**config.mk**
```make
export PLATFORM = sky130hd
export DESIGN_NAME = save_clear_bank
export DESIGN_NICKNAME = d
export VERILOG_FILES = /design/src/rtl/save_clear_bank.sv
export SDC_FILE = /design/constraint.sdc
export NUM_CORES = 1
export LEC_CHECK = 0
export BUFFER_PORTS_ARGS = -buffer_cell sky130_fd_sc_hd__buf_4
export CORE_MARGIN = 2
export CORE_UTILIZATION = 60
export CTS_BUF_LIST = sky130_fd_sc_hd__clkbuf_8
export DETAILED_ROUTE_END_ITERATION = 16
export PLACE_DENSITY = 0.85
export SYNTH_ARGS = -nofsm -noshare
export SYNTH_HDL_FRONTEND = slang
export SYNTH_SLANG_ARGS = --single-unit
```
**constraint.sdc**
```tcl
create_clock -name fpga_clk_i -period 4.6 [get_ports fpga_clk_i]
set_input_delay 0.23 -clock fpga_clk_i [delete_from_list [all_inputs] [get_ports fpga_clk_i]]
set_output_delay 0.23 -clock fpga_clk_i [all_outputs]
set_load 0.02 [all_outputs]
```
**src/rtl/save_clear_bank.sv**
```systemverilog
`default_nettype none
// ============================================================================
// Module      : save_clear_bank
// Description : Multi-channel save-and-clear capture bank. Each channel
//               detects a rising trigger edge, captures its counter value,
//               pulses a clear back to the counter, and queues
//               {channel, value} into a valid/ready FIFO. A sticky overflow
//               flags samples that were lost before they could be queued.
//               Optional macro SAVE_CLEAR_HOLDOFF_EN adds a per-channel
//               re-trigger lockout of HOLDOFF cycles.
// Revision    : 1.0 - initial release
// ============================================================================
module save_clear_bank #(
  parameter int WIDTH    = 20,
  parameter int CHANNELS = 4,
  parameter int DEPTH    = 8,
  parameter int HOLDOFF  = 4,
  localparam int CHAN_W  = (CHANNELS > 1) ? $clog2(CHANNELS) : 1,
  localparam int CNT_W   = $clog2(DEPTH + 1)
) (
  input  logic                      fpga_clk_i,
  input  logic                      reset_i,
  input  logic [CHANNELS-1:0]       trigger_i,
  input  logic [CHANNELS*WIDTH-1:0] counter_val_i,
  output logic [CHANNELS-1:0]       counter_clear_o,
  output logic [CHANNELS*WIDTH-1:0] saved_val_o,
  output logic                      fifo_valid_o,
  input  logic                      fifo_ready_i,
  output logic [WIDTH-1:0]          fifo_data_o,
  output logic [CHAN_W-1:0]         fifo_chan_o,
  output logic [CNT_W-1:0]          fifo_count_o,
  output logic                      overflow_o,
  input  logic                      overflow_clr_i
);

  localparam int PTR_W   = (DEPTH > 1) ? $clog2(DEPTH) : 1;
  localparam int ENTRY_W = CHAN_W + WIDTH;

  logic [CHANNELS-1:0]       trig_q;
  logic [CHANNELS-1:0]       pending_q;
  logic [CHANNELS-1:0]       clear_q;
  logic [CHANNELS*WIDTH-1:0] saved_q;
  logic                      overflow_q;
  logic [ENTRY_W-1:0]        mem_q [DEPTH];
  logic [PTR_W-1:0]          wr_ptr_q;
  logic [PTR_W-1:0]          rd_ptr_q;
  logic [CNT_W-1:0]          count_q;

  logic [CHANNELS-1:0]       w_edge;
  logic [CHANNELS-1:0]       w_accept;
  logic [CHANNELS-1:0]       w_drained;
  logic [CHANNELS-1:0]       pending_d;
  logic                      w_drain_valid;
  logic [CHAN_W-1:0]         w_drain_idx;
  logic                      w_pop;
  logic                      w_push;
  logic                      w_lost;

  assign w_edge = trigger_i & ~trig_q;

`ifdef SAVE_CLEAR_HOLDOFF_EN
  localparam int HO_W = $clog2(HOLDOFF + 1);

  generate
    for (genvar k = 0; k < CHANNELS; k++) begin : g_holdoff
      logic [HO_W-1:0] holdoff_q;

      // Lockout counter: loaded on capture, counts down to zero when idle
      always_ff @(posedge fpga_clk_i) begin
        if (reset_i) begin
          holdoff_q <= '0;
        end else if (w_accept[k]) begin
          holdoff_q <= HO_W'(HOLDOFF);
        end else if (holdoff_q != '0) begin
          holdoff_q <= holdoff_q - 1'b1;
        end
      end

      assign w_accept[k] = w_edge[k] & (holdoff_q == '0);
    end
  endgenerate
`else
  // Without the lockout every edge captures; HOLDOFF is intentionally inert.
  logic [31:0] w_unused_holdoff;
  assign w_unused_holdoff = 32'(HOLDOFF);
  assign w_accept = w_edge;
`endif

  // Fixed-priority arbiter: lowest-index pending channel drains first
  always_comb begin
    w_drain_valid = 1'b0;
    w_drain_idx   = '0;
    for (int k = CHANNELS - 1; k >= 0; k--) begin
      if (pending_q[k]) begin
        w_drain_valid = 1'b1;
        w_drain_idx   = CHAN_W'(k);
      end
    end
  end

  assign w_pop  = fifo_valid_o & fifo_ready_i;
  // A full FIFO still accepts a push when the head leaves in the same cycle.
  assign w_push = w_drain_valid & ((count_q < CNT_W'(DEPTH)) | w_pop);

  // Pending bookkeeping; a new capture on the draining channel keeps it set,
  // and only a capture onto an undrained pending entry loses a sample.
  always_comb begin
    w_drained = '0;
    for (int k = 0; k < CHANNELS; k++) begin
      w_drained[k] = w_push & (w_drain_idx == CHAN_W'(k));
    end
    pending_d = (pending_q & ~w_drained) | w_accept;
    w_lost    = |(w_accept & pending_q & ~w_drained);
  end

  // Edge history, captures, clear pulses, pending flags and sticky overflow
  always_ff @(posedge fpga_clk_i) begin
    trig_q <= trigger_i;
    if (reset_i) begin
      pending_q  <= '0;
      clear_q    <= '0;
      saved_q    <= '0;
      overflow_q <= 1'b0;
    end else begin
      pending_q <= pending_d;
      clear_q   <= w_accept;
      for (int k = 0; k < CHANNELS; k++) begin
        if (w_accept[k]) begin
          saved_q[k*WIDTH +: WIDTH] <= counter_val_i[k*WIDTH +: WIDTH];
        end
      end
      if (w_lost) begin
        overflow_q <= 1'b1;
      end else if (overflow_clr_i) begin
        overflow_q <= 1'b0;
      end
    end
  end

  // FIFO storage; contents need no reset since count gates visibility
  always_ff @(posedge fpga_clk_i) begin
    if (w_push) begin
      mem_q[wr_ptr_q] <= {w_drain_idx, saved_q[w_drain_idx*WIDTH +: WIDTH]};
    end
  end

  // FIFO pointers and occupancy
  always_ff @(posedge fpga_clk_i) begin
    if (reset_i) begin
      wr_ptr_q <= '0;
      rd_ptr_q <= '0;
      count_q  <= '0;
    end else begin
      if (w_push) begin
        wr_ptr_q <= PTR_W'(wr_ptr_q + 1'b1);
      end
      if (w_pop) begin
        rd_ptr_q <= PTR_W'(rd_ptr_q + 1'b1);
      end
      case ({w_push, w_pop})
        2'b10:   count_q <= count_q + 1'b1;
        2'b01:   count_q <= count_q - 1'b1;
        default: count_q <= count_q;
      endcase
    end
  end

  assign counter_clear_o = clear_q;
  assign saved_val_o     = saved_q;
  assign overflow_o      = overflow_q;
  assign fifo_count_o    = count_q;
  assign fifo_valid_o    = (count_q != '0);
  assign fifo_data_o     = fifo_valid_o ? mem_q[rd_ptr_q][WIDTH-1:0] : '0;
  assign fifo_chan_o     = fifo_valid_o ? mem_q[rd_ptr_q][ENTRY_W-1:WIDTH] : '0;

endmodule
`default_nettype wire
```
==> results.sh <==
export IMPL_layout_cells_non_filler=1374
export IMPL_cpLargestDelayFamily="multiplexers"
export IMPL_worstSetupEndpointType="output port"
export IMPL_clock_sinks=282
export IMPL_netlist_area_um2=10900
export IMPL_place_ws_ns=1.92
export IMPL_ys_async_sr_fraction=0
export IMPL_start_util=0.610
export IMPL_core_area_um2=17900
export IMPL_max_slew_worst_pin_slew_ns=1.17
export IMPL_grt_pass1_vias=8426
export IMPL_antennaDiodeCount=0
export IMPL_clock_skew_ns=0.0148
export IMPL_clock_path_buffers=3
export IMPL_placementRows=49
export IMPL_dp_cells=1213
export IMPL_hold_viol=0
export IMPL_cts_htree_levels=2
export IMPL_first_iter_violations=790
export IMPL_final_area_um2=14200
export IMPL_synth_top_area_share=0.484
export IMPL_place_area_um2=12600
export IMPL_final_antenna_net_count=0
export IMPL_period_share=0.682
export IMPL_clock_fmax_mhz=319
export IMPL_status="complete, no violations"
export IMPL_worst_endpoint_arrival_ns=2.91
export IMPL_clk_latency_ns=0.54
export IMPL_ys_ff_latch=282
export IMPL_max_slew_margin=0.219
export IMPL_drive_gt1_frac=0.288
export IMPL_tns_ns=0
export IMPL_dp_hpwl_um=17200
export IMPL_synth_compound_area_share=0.0648
export IMPL_worst_path_buf_inv=2
export IMPL_die_area_um2=19300
export IMPL_ir_drop_v=0.000323
export IMPL_synth_edf_count=176
export IMPL_post_route_drc_count=0
export IMPL_clk_pin_slew_ns=0.06
export IMPL_yosysTopAreaCell="edfxtp_1"
export IMPL_cap_violations=0
export IMPL_synth_top_family_by_area="multiplexers"
export IMPL_vias=8223
export IMPL_synth_distinct_cells=37
export IMPL_grt_max_degree=102
export IMPL_finalSetupViolCount=0
export IMPL_hp_class="input port to flop"
export IMPL_ys_seq_area_frac=0.678
export IMPL_p_leak_nw=5.43
export IMPL_slew_viol_final=0
export IMPL_wl_um=29900
export IMPL_yosys_area_share_xor_xnor=0.00550
export IMPL_cts_root_buffer="clkbuf_8"
export IMPL_synth_adder_area_share=0.00573
export IMPL_crit_top_cell="buf_4"
export IMPL_synth_nets=914
export IMPL_postCtsSetupBuffers=0
export IMPL_period_minus_slack_ns=3.14
export IMPL_synthSimpleGateAreaFrac=0.106
export IMPL_dr_pass1_iters=6
export IMPL_grt_total_usage=0.307
export IMPL_required_ns=4.37
export IMPL_n_fill_cell=959
export IMPL_overflow=0
export IMPL_die_w_um=139
export IMPL_slowest_delay_ns=0.65
export IMPL_fin_ws_ns=1.46
export IMPL_ys_warn_count=0
export IMPL_cts_buffers=43
export IMPL_syn_to_final_growth_pct=30.1
export IMPL_rsz0062_at_grt="false"
export IMPL_crit_type="flop to output port"
export IMPL_drt_vias_per_instance=5.98
export IMPL_fp_dieH_um=139
export IMPL_wire_per_inst_um=21.7
export IMPL_synth_main_ff_cell="edfxtp_1"
export IMPL_cts_tree="done"
export IMPL_cp_start_kind="flop"
export IMPL_portBuffers=199
export IMPL_synth_avg_cell_area_um2=13.3
export IMPL_antenna_found_initial=0
export IMPL_hold_slack_ns=0.0561
export IMPL_io_pins=200
export IMPL_p_per_area_nw_per_um2=458
export IMPL_crit_fanout=31
export IMPL_path_cells="buf_4, mux4_2, mux2i_1, nor2_1, buf_4"
export IMPL_cpMaxStageDelayCell="dfxtp_2"
export IMPL_synth_area_mux_share=0.115
export IMPL_nets=1206
export IMPL_synth_area_leaders="edfxtp_1 (48%), dfxtp_1 (19%), mux4_2 (9.1%)"
export IMPL_grt_pass1_wl_um=45700
export IMPL_place_gp_congestion=0.834
export IMPL_syn_inst=821
-- cells in the final DEF (no fill, tap or decap), types with 2 or more instances in the layout --
cell type,instances
dfxtp_2,2
nand3_1,3
a21oi_1,90
clkinv_2,2
ha_1,5
nor3_2,3
xor2_1,5
o21ai_0,3
mux2i_1,24
clkinv_1,6
a222oi_1,20
clkinvlp_4,3
nor2_2,6
dfxtp_1,104
nand2b_1,9
nor3_1,3
clkbuf_8,46
edfxtp_1,176
mux4_2,44
dlygate4sd3_1,84
nor2b_2,2
inv_1,22
nand2_1,208
buf_4,216
nor2b_1,5
nor2_1,38
-- path summary, 6_finish.rpt --
check                                     from                            to  slack [ns]  depth (start not counted)
setup reg to reg  fifo_count_o[1]$_SDFFE_PP0P_  fifo_count_o[2]$_SDFFE_PP0P_        1.91                         11
hold reg to reg   saved_val_o[79]$_SDFFE_PP0P_  saved_val_o[79]$_SDFFE_PP0P_        0.48                          2
setup / recovery                          flop               fifo_data_o[19]        1.46                          5
hold / removal                    fifo_ready_i       pending_q[0]$_SDFF_PP0_        0.06                          4
-- metrics by stage --
step	power [mW]	util
after floorplan	4.12	-
after global placement	4.61	0.704
after detailed placement	4.66	0.704
after CTS	6.51	0.794
after global routing	6.77	0.794
final	6.51	0.794
-- timing repair --
action                                  CTS  global route
endpoints found under the setup margin    0             0
hold buffers                             84             0
hold endpoints to repair                 84             0
gates resized for setup                   0             0
-- worst reg2reg max path: cells and delay by family (launching register included) --
family,cells,cell delay [ns]
compound gates,2,0.28
simple gates,3,0.79
fa+ha+maj,2,0.45
buf+inv,2,0.43
xor+xnor,2,0.27
flops,1,0.39
-- synth_stat cells, types with 2 or more instances --
cell,n
ha_1,5
nand2_1,208
mux4_2,44
clkbuf_1,27
edfxtp_1,176
buf_2,14
a21oi_1,90
buf_1,5
o21ai_0,3
buf_6,6
nor2_1,44
mux2i_1,24
xor2_1,5
inv_1,2
nand3_1,3
nand2b_1,9
nor3_1,6
nor2b_1,7
dfxtp_1,106
a222oi_1,20
-- flip-flops by register name, summed over array words and instances (netlist names), named ones only --
signal / cells
mem_q: 176
saved_val_o: 80
counter_clear_o: 4
fifo_count_o: 4
pending_q: 4
trig_q: 4
rd_ptr_q: 3
wr_ptr_q: 3
overflow_o: 1
-- routing by layer --
layer | vias up | global-route usage | routed length (µm)
met5 | - | 0 | 0
met4 | 0 | 0.134 | 1370
met3 | 124 | 0.0653 | 2830
met2 | 586 | 0.505 | 14600
met1 | 3925 | 0.401 | 11100
li1 | 3588 | - | -
-- cell type report --
| class | count | area (µm²) | share of cell area |
|---|---|---|---|
| inverter | 3 | 11.3 | 0.000793 |
| timing repair buffer | 300 | 2460 | 0.173 |
| multi-input combinational | 483 | 3280 | 0.231 |
| clock buffer | 46 | 633 | 0.0446 |
| tap | 229 | 287 | 0.0202 |
| clock inverter | 31 | 130 | 0.00916 |
| sequential | 282 | 7410 | 0.521 |
-- power by group --
group,switching [mW],leakage [nW],internal [mW],total (mW)
sequential,0.155,2.51,2.86,3.01
combinational,0.882,2.46,0.775,1.66
clock,0.919,0.455,0.921,1.84
-- logic make-up (layout without fill, tap and decap cells) --
group | count (synthesis) | in the layout
AND/OR/NAND/NOR | 284 | 284
flip-flops | 282 | 282
AO/OA/AOI/OAI | 118 | 118
multiplexers | 70 | 70
buffers and inverters | 56 | 380
XOR/XNOR | 6 | 6
adder cells (fa/ha/maj) | 5 | 5
No activity file was read; power rests on OpenSTA's default activity.
